### config.mk
export PLATFORM = sky130hd
export DESIGN_NAME = delta_packer_flat
export DESIGN_NICKNAME = d
export VERILOG_FILES = /design/src/rtl/delta_packer_if.sv /design/src/rtl/delta_packer.sv /design/src/flat_wrapper.sv
export SDC_FILE = /design/constraint.sdc
export NUM_CORES = 1
export LEC_CHECK = 0
export CAP_MARGIN = 10
export CORE_ASPECT_RATIO = 1.1
export CORE_MARGIN = 3
export CORE_UTILIZATION = 35
export CTS_BUF_LIST = sky130_fd_sc_hd__clkbuf_8
export CTS_CLUSTER_DIAMETER = 120
export CTS_CLUSTER_SIZE = 28
export DETAILED_ROUTE_END_ITERATION = 10
export PLACE_DENSITY_LB_ADDON = 0.2
export SETUP_SLACK_MARGIN = 0.5
export SLEW_MARGIN = 30
export SYNTH_ARGS = -nofsm -noshare
export SYNTH_HDL_FRONTEND = slang
export SYNTH_SLANG_ARGS = --single-unit
### constraint.sdc
create_clock -name clk -period 0.99 [get_ports clk]
set_input_delay 0.297 -clock clk [delete_from_list [all_inputs] [get_ports clk]]
set_output_delay 0.297 -clock clk [all_outputs]
set_load 0.03 [all_outputs]
### src/rtl/delta_packer_if.sv
// delta_packer_if -- handshake and data bus of the delta packer.
//
// Groups the input vector handshake, the trace-buffer output handshake and
// the reference readback into one bundle.
//   valid_in / ready_out / vector_in       : input vector handshake
//   valid_out / ready_in / vector_out      : trace-buffer entry handshake
//   compression_flag_out / slots_used_out  : entry type and delta slot count
//   inc_tb_ptr                             : trace-buffer pointer increment
//   last_vector_out                        : current reference vector
// Modports: slave = packer side, master = producer/trace-buffer side.
interface delta_packer_if #(
  parameter int N           = 8,
  parameter int DATA_WIDTH  = 8,
  parameter int DELTA_SLOTS = 2
);
  localparam int SW = $clog2(DELTA_SLOTS + 1);

  logic                         valid_in;
  logic                         ready_out;
  logic [N-1:0][DATA_WIDTH-1:0] vector_in;
  logic                         valid_out;
  logic                         ready_in;
  logic [N-1:0][DATA_WIDTH-1:0] vector_out;
  logic                         compression_flag_out;
  logic [SW-1:0]                slots_used_out;
  logic                         inc_tb_ptr;
  logic [N-1:0][DATA_WIDTH-1:0] last_vector_out;

  modport slave (
    input  valid_in, vector_in, ready_in,
    output ready_out, valid_out, vector_out, compression_flag_out,
           slots_used_out, inc_tb_ptr, last_vector_out
  );

  modport master (
    output valid_in, vector_in, ready_in,
    input  ready_out, valid_out, vector_out, compression_flag_out,
           slots_used_out, inc_tb_ptr, last_vector_out
  );
endinterface

### src/rtl/delta_packer.sv
// delta_packer -- packs small lane deltas between consecutive accepted
// vectors into trace-buffer entries; emits the raw vector when any lane
// delta does not fit a signed DATA_WIDTH/DELTA_SLOTS-bit field.
//
// Ports:
//   clk     : clock, rising edge
//   rst     : synchronous active-high reset
//   tracing : trace enable; a vector is accepted only while high
//   bus     : delta_packer_if.slave (input handshake, output entry
//             handshake, flag/slot count, inc_tb_ptr, reference readback)
//
// Build option: define DELTA_COMPRESSION_EN to build the packer. Without it
// the block is a one-entry raw pass-through register with the same handshake.
module delta_packer #(
  parameter int N           = 8,
  parameter int DATA_WIDTH  = 8,
  parameter int DELTA_SLOTS = 2
) (
  input  logic          clk,
  input  logic          rst,
  input  logic          tracing,
  delta_packer_if.slave bus
);
  localparam int SW = $clog2(DELTA_SLOTS + 1);

  typedef logic [N-1:0][DATA_WIDTH-1:0] vec_t;

  logic          valid_out_r, flag_r;
  vec_t          vector_out_r, last_r;
  logic [SW-1:0] slots_r;
  logic          valid_out_s, flag_s;
  vec_t          vector_out_s, last_s;
  logic [SW-1:0] slots_s;
  logic          out_free_s, ready_s, acc_s;

  // The output register can take a new entry when empty or being drained.
  assign out_free_s               = ~valid_out_r | bus.ready_in;
  assign acc_s                    = bus.valid_in & ready_s & tracing;
  assign bus.ready_out            = ready_s;
  assign bus.valid_out            = valid_out_r;
  assign bus.vector_out           = vector_out_r;
  assign bus.compression_flag_out = flag_r;
  assign bus.slots_used_out       = slots_r;
  assign bus.inc_tb_ptr           = valid_out_r & bus.ready_in;
  assign bus.last_vector_out      = last_r;

`ifdef DELTA_COMPRESSION_EN
  localparam int DW = DATA_WIDTH / DELTA_SLOTS;

  typedef enum logic [1:0] {
    IDLE        = 2'd0,
    PACK        = 2'd1,
    RAW_PENDING = 2'd2
  } state_t;

  state_t        state_r, state_s;
  logic [SW-1:0] slot_cnt_r, slot_cnt_s;
  vec_t          pack_r, pack_s, pend_r, pend_s, pack_wr_s, delta_s;
  logic          have_ref_r, have_ref_s, tracing_d_r, compressible_s;

  // A delta fits when all bits from the field sign bit upward are equal.
  function automatic logic fits_field(input logic [DATA_WIDTH-1:0] d);
    logic [DATA_WIDTH-DW:0] top;
    top = d[DATA_WIDTH-1:DW-1];
    return (top == '0) || (top == '1);
  endfunction

  assign ready_s = (state_r != RAW_PENDING) & out_free_s;

  // Lane deltas, compressibility and the pack register with the new slot written
  always_comb begin
    delta_s        = '0;
    compressible_s = have_ref_r;
    pack_wr_s      = pack_r;
    for (int i = 0; i < N; i++) begin
      delta_s[i]     = bus.vector_in[i] - last_r[i];
      compressible_s = compressible_s & fits_field(delta_s[i]);
      pack_wr_s[i][int'(slot_cnt_r)*DW +: DW] = delta_s[i][DW-1:0];
    end
  end

  // Next-state, pack/pending buffers and output entry selection
  always_comb begin
    state_s      = state_r;
    slot_cnt_s   = slot_cnt_r;
    pack_s       = pack_r;
    pend_s       = pend_r;
    have_ref_s   = have_ref_r;
    last_s       = last_r;
    valid_out_s  = valid_out_r & ~bus.ready_in;
    vector_out_s = vector_out_r;
    flag_s       = flag_r;
    slots_s      = slots_r;
    case (state_r)
      IDLE, PACK: begin
        if (acc_s) begin
          last_s     = bus.vector_in;
          have_ref_s = 1'b1;
          if (compressible_s && (slot_cnt_r == SW'(DELTA_SLOTS - 1))) begin
            // last free slot filled: emit the full pack
            valid_out_s  = 1'b1;
            vector_out_s = pack_wr_s;
            flag_s       = 1'b1;
            slots_s      = SW'(DELTA_SLOTS);
            pack_s       = '0;
            slot_cnt_s   = '0;
            state_s      = IDLE;
          end else if (compressible_s) begin
            pack_s     = pack_wr_s;
            slot_cnt_s = slot_cnt_r + SW'(1);
            state_s    = PACK;
          end else if (state_r == PACK) begin
            // flush the partial pack now, park the raw vector behind it
            valid_out_s  = 1'b1;
            vector_out_s = pack_r;
            flag_s       = 1'b1;
            slots_s      = slot_cnt_r;
            pend_s       = bus.vector_in;
            pack_s       = '0;
            slot_cnt_s   = '0;
            state_s      = RAW_PENDING;
          end else begin
            valid_out_s  = 1'b1;
            vector_out_s = bus.vector_in;
            flag_s       = 1'b0;
            slots_s      = '0;
          end
        end else if ((state_r == PACK) && !tracing && out_free_s) begin
          // tracing dropped with a partial pack: flush it once
          valid_out_s  = 1'b1;
          vector_out_s = pack_r;
          flag_s       = 1'b1;
          slots_s      = slot_cnt_r;
          pack_s       = '0;
          slot_cnt_s   = '0;
          state_s      = IDLE;
        end else begin
          state_s = state_r;
        end
      end
      RAW_PENDING: begin
        if (out_free_s) begin
          valid_out_s  = 1'b1;
          vector_out_s = pend_r;
          flag_s       = 1'b0;
          slots_s      = '0;
          state_s      = IDLE;
        end else begin
          state_s = RAW_PENDING;
        end
      end
      default: begin
        state_s    = IDLE;
        slot_cnt_s = '0;
        pack_s     = '0;
      end
    endcase
    // a new trace session must not delta against the previous session
    if (tracing_d_r && !tracing) begin
      have_ref_s = 1'b0;
    end else begin
      have_ref_s = have_ref_s;
    end
  end

  // Packer state, pack/pending buffers and reference-valid tracking
  always_ff @(posedge clk) begin
    if (rst) begin
      state_r     <= IDLE;
      slot_cnt_r  <= '0;
      pack_r      <= '0;
      pend_r      <= '0;
      have_ref_r  <= 1'b0;
      tracing_d_r <= 1'b0;
    end else begin
      state_r     <= state_s;
      slot_cnt_r  <= slot_cnt_s;
      pack_r      <= pack_s;
      pend_r      <= pend_s;
      have_ref_r  <= have_ref_s;
      tracing_d_r <= tracing;
    end
  end
`else
  assign ready_s = out_free_s;

  // Pass-through: every accepted vector is re-emitted raw one cycle later
  always_comb begin
    valid_out_s  = valid_out_r & ~bus.ready_in;
    vector_out_s = vector_out_r;
    last_s       = last_r;
    flag_s       = 1'b0;
    slots_s      = '0;
    if (acc_s) begin
      valid_out_s  = 1'b1;
      vector_out_s = bus.vector_in;
      last_s       = bus.vector_in;
    end else begin
      last_s = last_r;
    end
  end
`endif

  // Registered output entry and reference vector
  always_ff @(posedge clk) begin
    if (rst) begin
      valid_out_r  <= 1'b0;
      vector_out_r <= '0;
      flag_r       <= 1'b0;
      slots_r      <= '0;
      last_r       <= '0;
    end else begin
      valid_out_r  <= valid_out_s;
      vector_out_r <= vector_out_s;
      flag_r       <= flag_s;
      slots_r      <= slots_s;
      last_r       <= last_s;
    end
  end
endmodule

### src/flat_wrapper.sv
// flat-port wrapper written by rule: the top's interface ports become plain ports
module delta_packer_flat 
#(
  parameter int N           = 8,
  parameter int DATA_WIDTH  = 8,
  parameter int DELTA_SLOTS = 2
)
  (clk, rst, tracing, bus_valid_in, bus_vector_in, bus_ready_in, bus_ready_out, bus_valid_out, bus_vector_out, bus_compression_flag_out, bus_slots_used_out, bus_inc_tb_ptr, bus_last_vector_out);
  delta_packer_if #(.N(N), .DATA_WIDTH(DATA_WIDTH), .DELTA_SLOTS(DELTA_SLOTS)) bus_i ();
  input  logic clk;
  input  logic rst;
  input  logic tracing;
  input wire logic [$bits(bus_i.valid_in)-1:0] bus_valid_in;
  input wire logic [$bits(bus_i.vector_in)-1:0] bus_vector_in;
  input wire logic [$bits(bus_i.ready_in)-1:0] bus_ready_in;
  output wire logic [$bits(bus_i.ready_out)-1:0] bus_ready_out;
  output wire logic [$bits(bus_i.valid_out)-1:0] bus_valid_out;
  output wire logic [$bits(bus_i.vector_out)-1:0] bus_vector_out;
  output wire logic [$bits(bus_i.compression_flag_out)-1:0] bus_compression_flag_out;
  output wire logic [$bits(bus_i.slots_used_out)-1:0] bus_slots_used_out;
  output wire logic [$bits(bus_i.inc_tb_ptr)-1:0] bus_inc_tb_ptr;
  output wire logic [$bits(bus_i.last_vector_out)-1:0] bus_last_vector_out;
  assign bus_i.valid_in = bus_valid_in;
  assign bus_i.vector_in = bus_vector_in;
  assign bus_i.ready_in = bus_ready_in;
  assign bus_ready_out = bus_i.ready_out;
  assign bus_valid_out = bus_i.valid_out;
  assign bus_vector_out = bus_i.vector_out;
  assign bus_compression_flag_out = bus_i.compression_flag_out;
  assign bus_slots_used_out = bus_i.slots_used_out;
  assign bus_inc_tb_ptr = bus_i.inc_tb_ptr;
  assign bus_last_vector_out = bus_i.last_vector_out;
  delta_packer #(.N(N), .DATA_WIDTH(DATA_WIDTH), .DELTA_SLOTS(DELTA_SLOTS)) u_core (.clk(clk), .rst(rst), .tracing(tracing), .bus(bus_i));
endmodule
==> metrics.md <==
| Metric | Value |
|---|---|
| Status | `finished, violations left` |
| Failing checks | `setup timing` |
| Netlist cell types | `13` |
| DRT Wirelength | `9430 um` |
| Min Tclk post-route | `1.38 ns` |
| Register area share after synthesis | `0.373` |
| Row count | `37` |
| IO Port Bufs | `199` |
| Place WS | `-0.771 ns` |
| Post-Syn Area | `3490 um2` |
| Vias | `2833` |
| Horiz. Die Dim | `101 um` |
| Worst endpoint data arrival time | `1.08 ns` |
| Min Hold Slack | `0.391 ns` |
| Combinational share of power | `0.297` |
| Register bit total from synthesis | `65` |
| 1st-iter DRT viols | `55` |
| Finished Layout Cells | `652` |
| Internal power | `5300 uW` |
| # IOs | `203` |
| Crit path kind | `flip-flop to output pin` |
| Bufs on Longest Clock Path | `2` |
| Final Hold Fails | `0` |
| Clock power frac | `0.314` |
| Fmax | `726 MHz` |
| RSZ-0062 raised after global routing | `yes` |
| Clock-pin transition on the worst setup and hold timing paths | `0.07 ns` |
| CP Capture Type | `output pin` |
| Layout cells sized above 1 | `0.510` |
| Register share of total power | `0.389` |
| Die Area | `11200 um2` |
| Die height | `111 um` |
| Ys Warns | `0` |
| Clock sinks | `65` |
| Post-DP HPWL | `5920 um` |
| Core ar. | `9540 um2` |
| Static leakage | `0.00266 uW` |
| Final setup fails | `195` |
| Routed wire per std cell | `14.5 um` |
| All-layer global routing usage | `0.170` |
| Post-Syn Instances | `351` |
| CTS root buf | `clkbuf_8` |
| Pin count of the biggest net entering global routing | `56` |
| Nets | `599` |
| PwrDens | `1200 nW/um2` |
| Overflow after GRT | `0` |
| H-tree levels | `3` |
| Worst Skew | `0.00404 ns` |
| Net Switching | `2150 uW` |
| Post-route worst setup slack | `-0.388 ns` |
| CP startpoint kind | `flip-flop` |
| CTS Hold Bufs | `0` |
| Maxcap violations | `0` |
| Slew Viols, Final | `0` |
| Cell count after placement | `591` |
| Initial antenna violation count | `0` |
| DR DRC count | `0` |
| Router iterations before antenna repair | `4` |
| VDD IR-drop max | `0.000664 V` |
| Sw Ratio | `0.289` |
| Vias in the first global route | `3009` |
| Later-pin clock latency in the skew report | `0.33 ns` |
| Tcrit/Tclk final | `1.39` |
| Layout area overhead | `77.8%` |
| Cts bufs inserted | `9` |
| Initial Util | `0.366` |
| CP max FO | `2` |
| Antenna Nets Post-Route | `0` |
| Worst EP required | `0.69 ns` |
| First-pass GRT wire length | `15200 um` |
| CTS tree | `yes` |
| Worst hold path type | `input port to flip-flop` |
| Diodes inserted | `0` |
| Vias per cell | `4.35` |
| Syn_area_per_cell | `9.94 um2` |
| Final Wtd Congestion | `0.731` |
-- registers in the layout, summed over array words and instances (netlist names) --
| register | cells |
|---|---|
| u_core.bus.vector_out | 64 |
| u_core.bus.valid_out | 1 |
-- cell usage in the layout (no fill, tap or decap) --
cell and n:
clkbuf_8 12, mux2i_2 2, dlygate4sd2_1 3, clkinv_2 1, nand2_2 1, nor2b_4 1
dfxtp_2 32, bufinv_16 1, conb_1 3, nand2b_4 1, mux2i_1 62, buf_12 10
and2_4 1, clkdlybuf4s50_1 64, buf_2 1, inv_1 2, buf_16 7, buf_8 1
dfxtp_4 33, a21oi_2 1, nand2b_1 128, buf_4 26, buf_6 142
-- Yosys cell counts --
library cell / number / area (um2)
buf_12: 7 / 140
buf_4: 67 / 503
nor2b_4: 1 / 13.8
a21oi_1: 1 / 5.00
nand2_2: 1 / 6.26
buf_2: 1 / 5.00
nand2b_4: 1 / 13.8
dfxtp_1: 65 / 1300
mux2i_1: 64 / 641
nand2b_1: 128 / 801
clkbuf_1: 13 / 48.8
and2_2: 1 / 7.51
conb_1: 1 / 3.75
-- layout make-up --
type | instances | area [um2]
clock buffers | 12 | 165
fillers | 756 | 3330
flip-flops and latches | 65 | 1470
multi-input cells | 200 | 1510
well taps | 117 | 146
repair buffers | 254 | 2870
clock inverters | 4 | 42.5
-- critical path, stage by stage (launching register included) --
cell and delay [ns]:
dfxtp_4 0.36, buf_6 0.11, and2_4 0.15, buf_6 0.13
-- per-layer routing --
| layer | GRT usage | vias to the layer above | share of wire |
|---|---|---|---|
| met5 | 0 | - | 0 |
| met4 | 0.0399 | 0 | 0.0082 |
| met3 | 0.0592 | 6 | 0.083 |
| met2 | 0.304 | 115 | 0.54 |
| met1 | 0.190 | 1311 | 0.37 |
| li1 | - | 1401 | - |
-- power groups by stage --
stage	logic, uW	clock network [uW]	registers [uW]
final	2210	2340	2900
after global routing	2330	2530	2920
after CTS	2190	2430	2930
after detailed placement	1760	0	2930
after global placement	1740	0	2920
after floorplan	950	0	3170
-- final timing paths --
path                                                              from                                     end  slack, ns  cells after the start
worst min-delay path                                               rst         u_core.bus.valid_out$_SDFF_PP0_       0.39                      3
worst max-delay path                   u_core.bus.valid_out$_SDFF_PP0_                          bus_inc_tb_ptr      -0.39                      3
worst max register to register         u_core.bus.valid_out$_SDFF_PP0_  u_core.bus.vector_out[40]$_SDFFE_PP0P_      -0.36                      7
worst min register to register  u_core.bus.vector_out[44]$_SDFFE_PP0P_  u_core.bus.vector_out[44]$_SDFFE_PP0P_       0.50                      2
-- logic make-up (layout without fill, tap and decap cells) --
logic type,Yosys count,count (layout),synth area share
other cells,1,3,0.00107
compound gates,1,1,0.00143
buf+inv,88,270,0.200
simple gates,132,132,0.241
mux,64,64,0.184
flops,65,65,0.373
-- repair_timing --
item	4_1_cts	5_1_grt
pin swaps	1	1
resized for setup	221	25
buffers inserted	31	7
cloned	7	0
setup endpoints to repair	196	196
-- metrics by stage --
stage | area (um2) | power, uW | setup TNS (ns) | utilization
6_report | 6200 | 7450 | -37.40 | 0.651
5_1_grt | 6200 | 7770 | -47.59 | 0.651
4_1_cts | 6070 | 7550 | -40.52 | 0.637
3_5_place_dp | 4760 | 4680 | -47.29 | 0.499
3_3_place_gp | 4760 | 4670 | -43.49 | 0.499
2_1_floorplan | 3530 | 4120 | -14.58 | -
No activity file was read; power rests on OpenSTA's default activity.
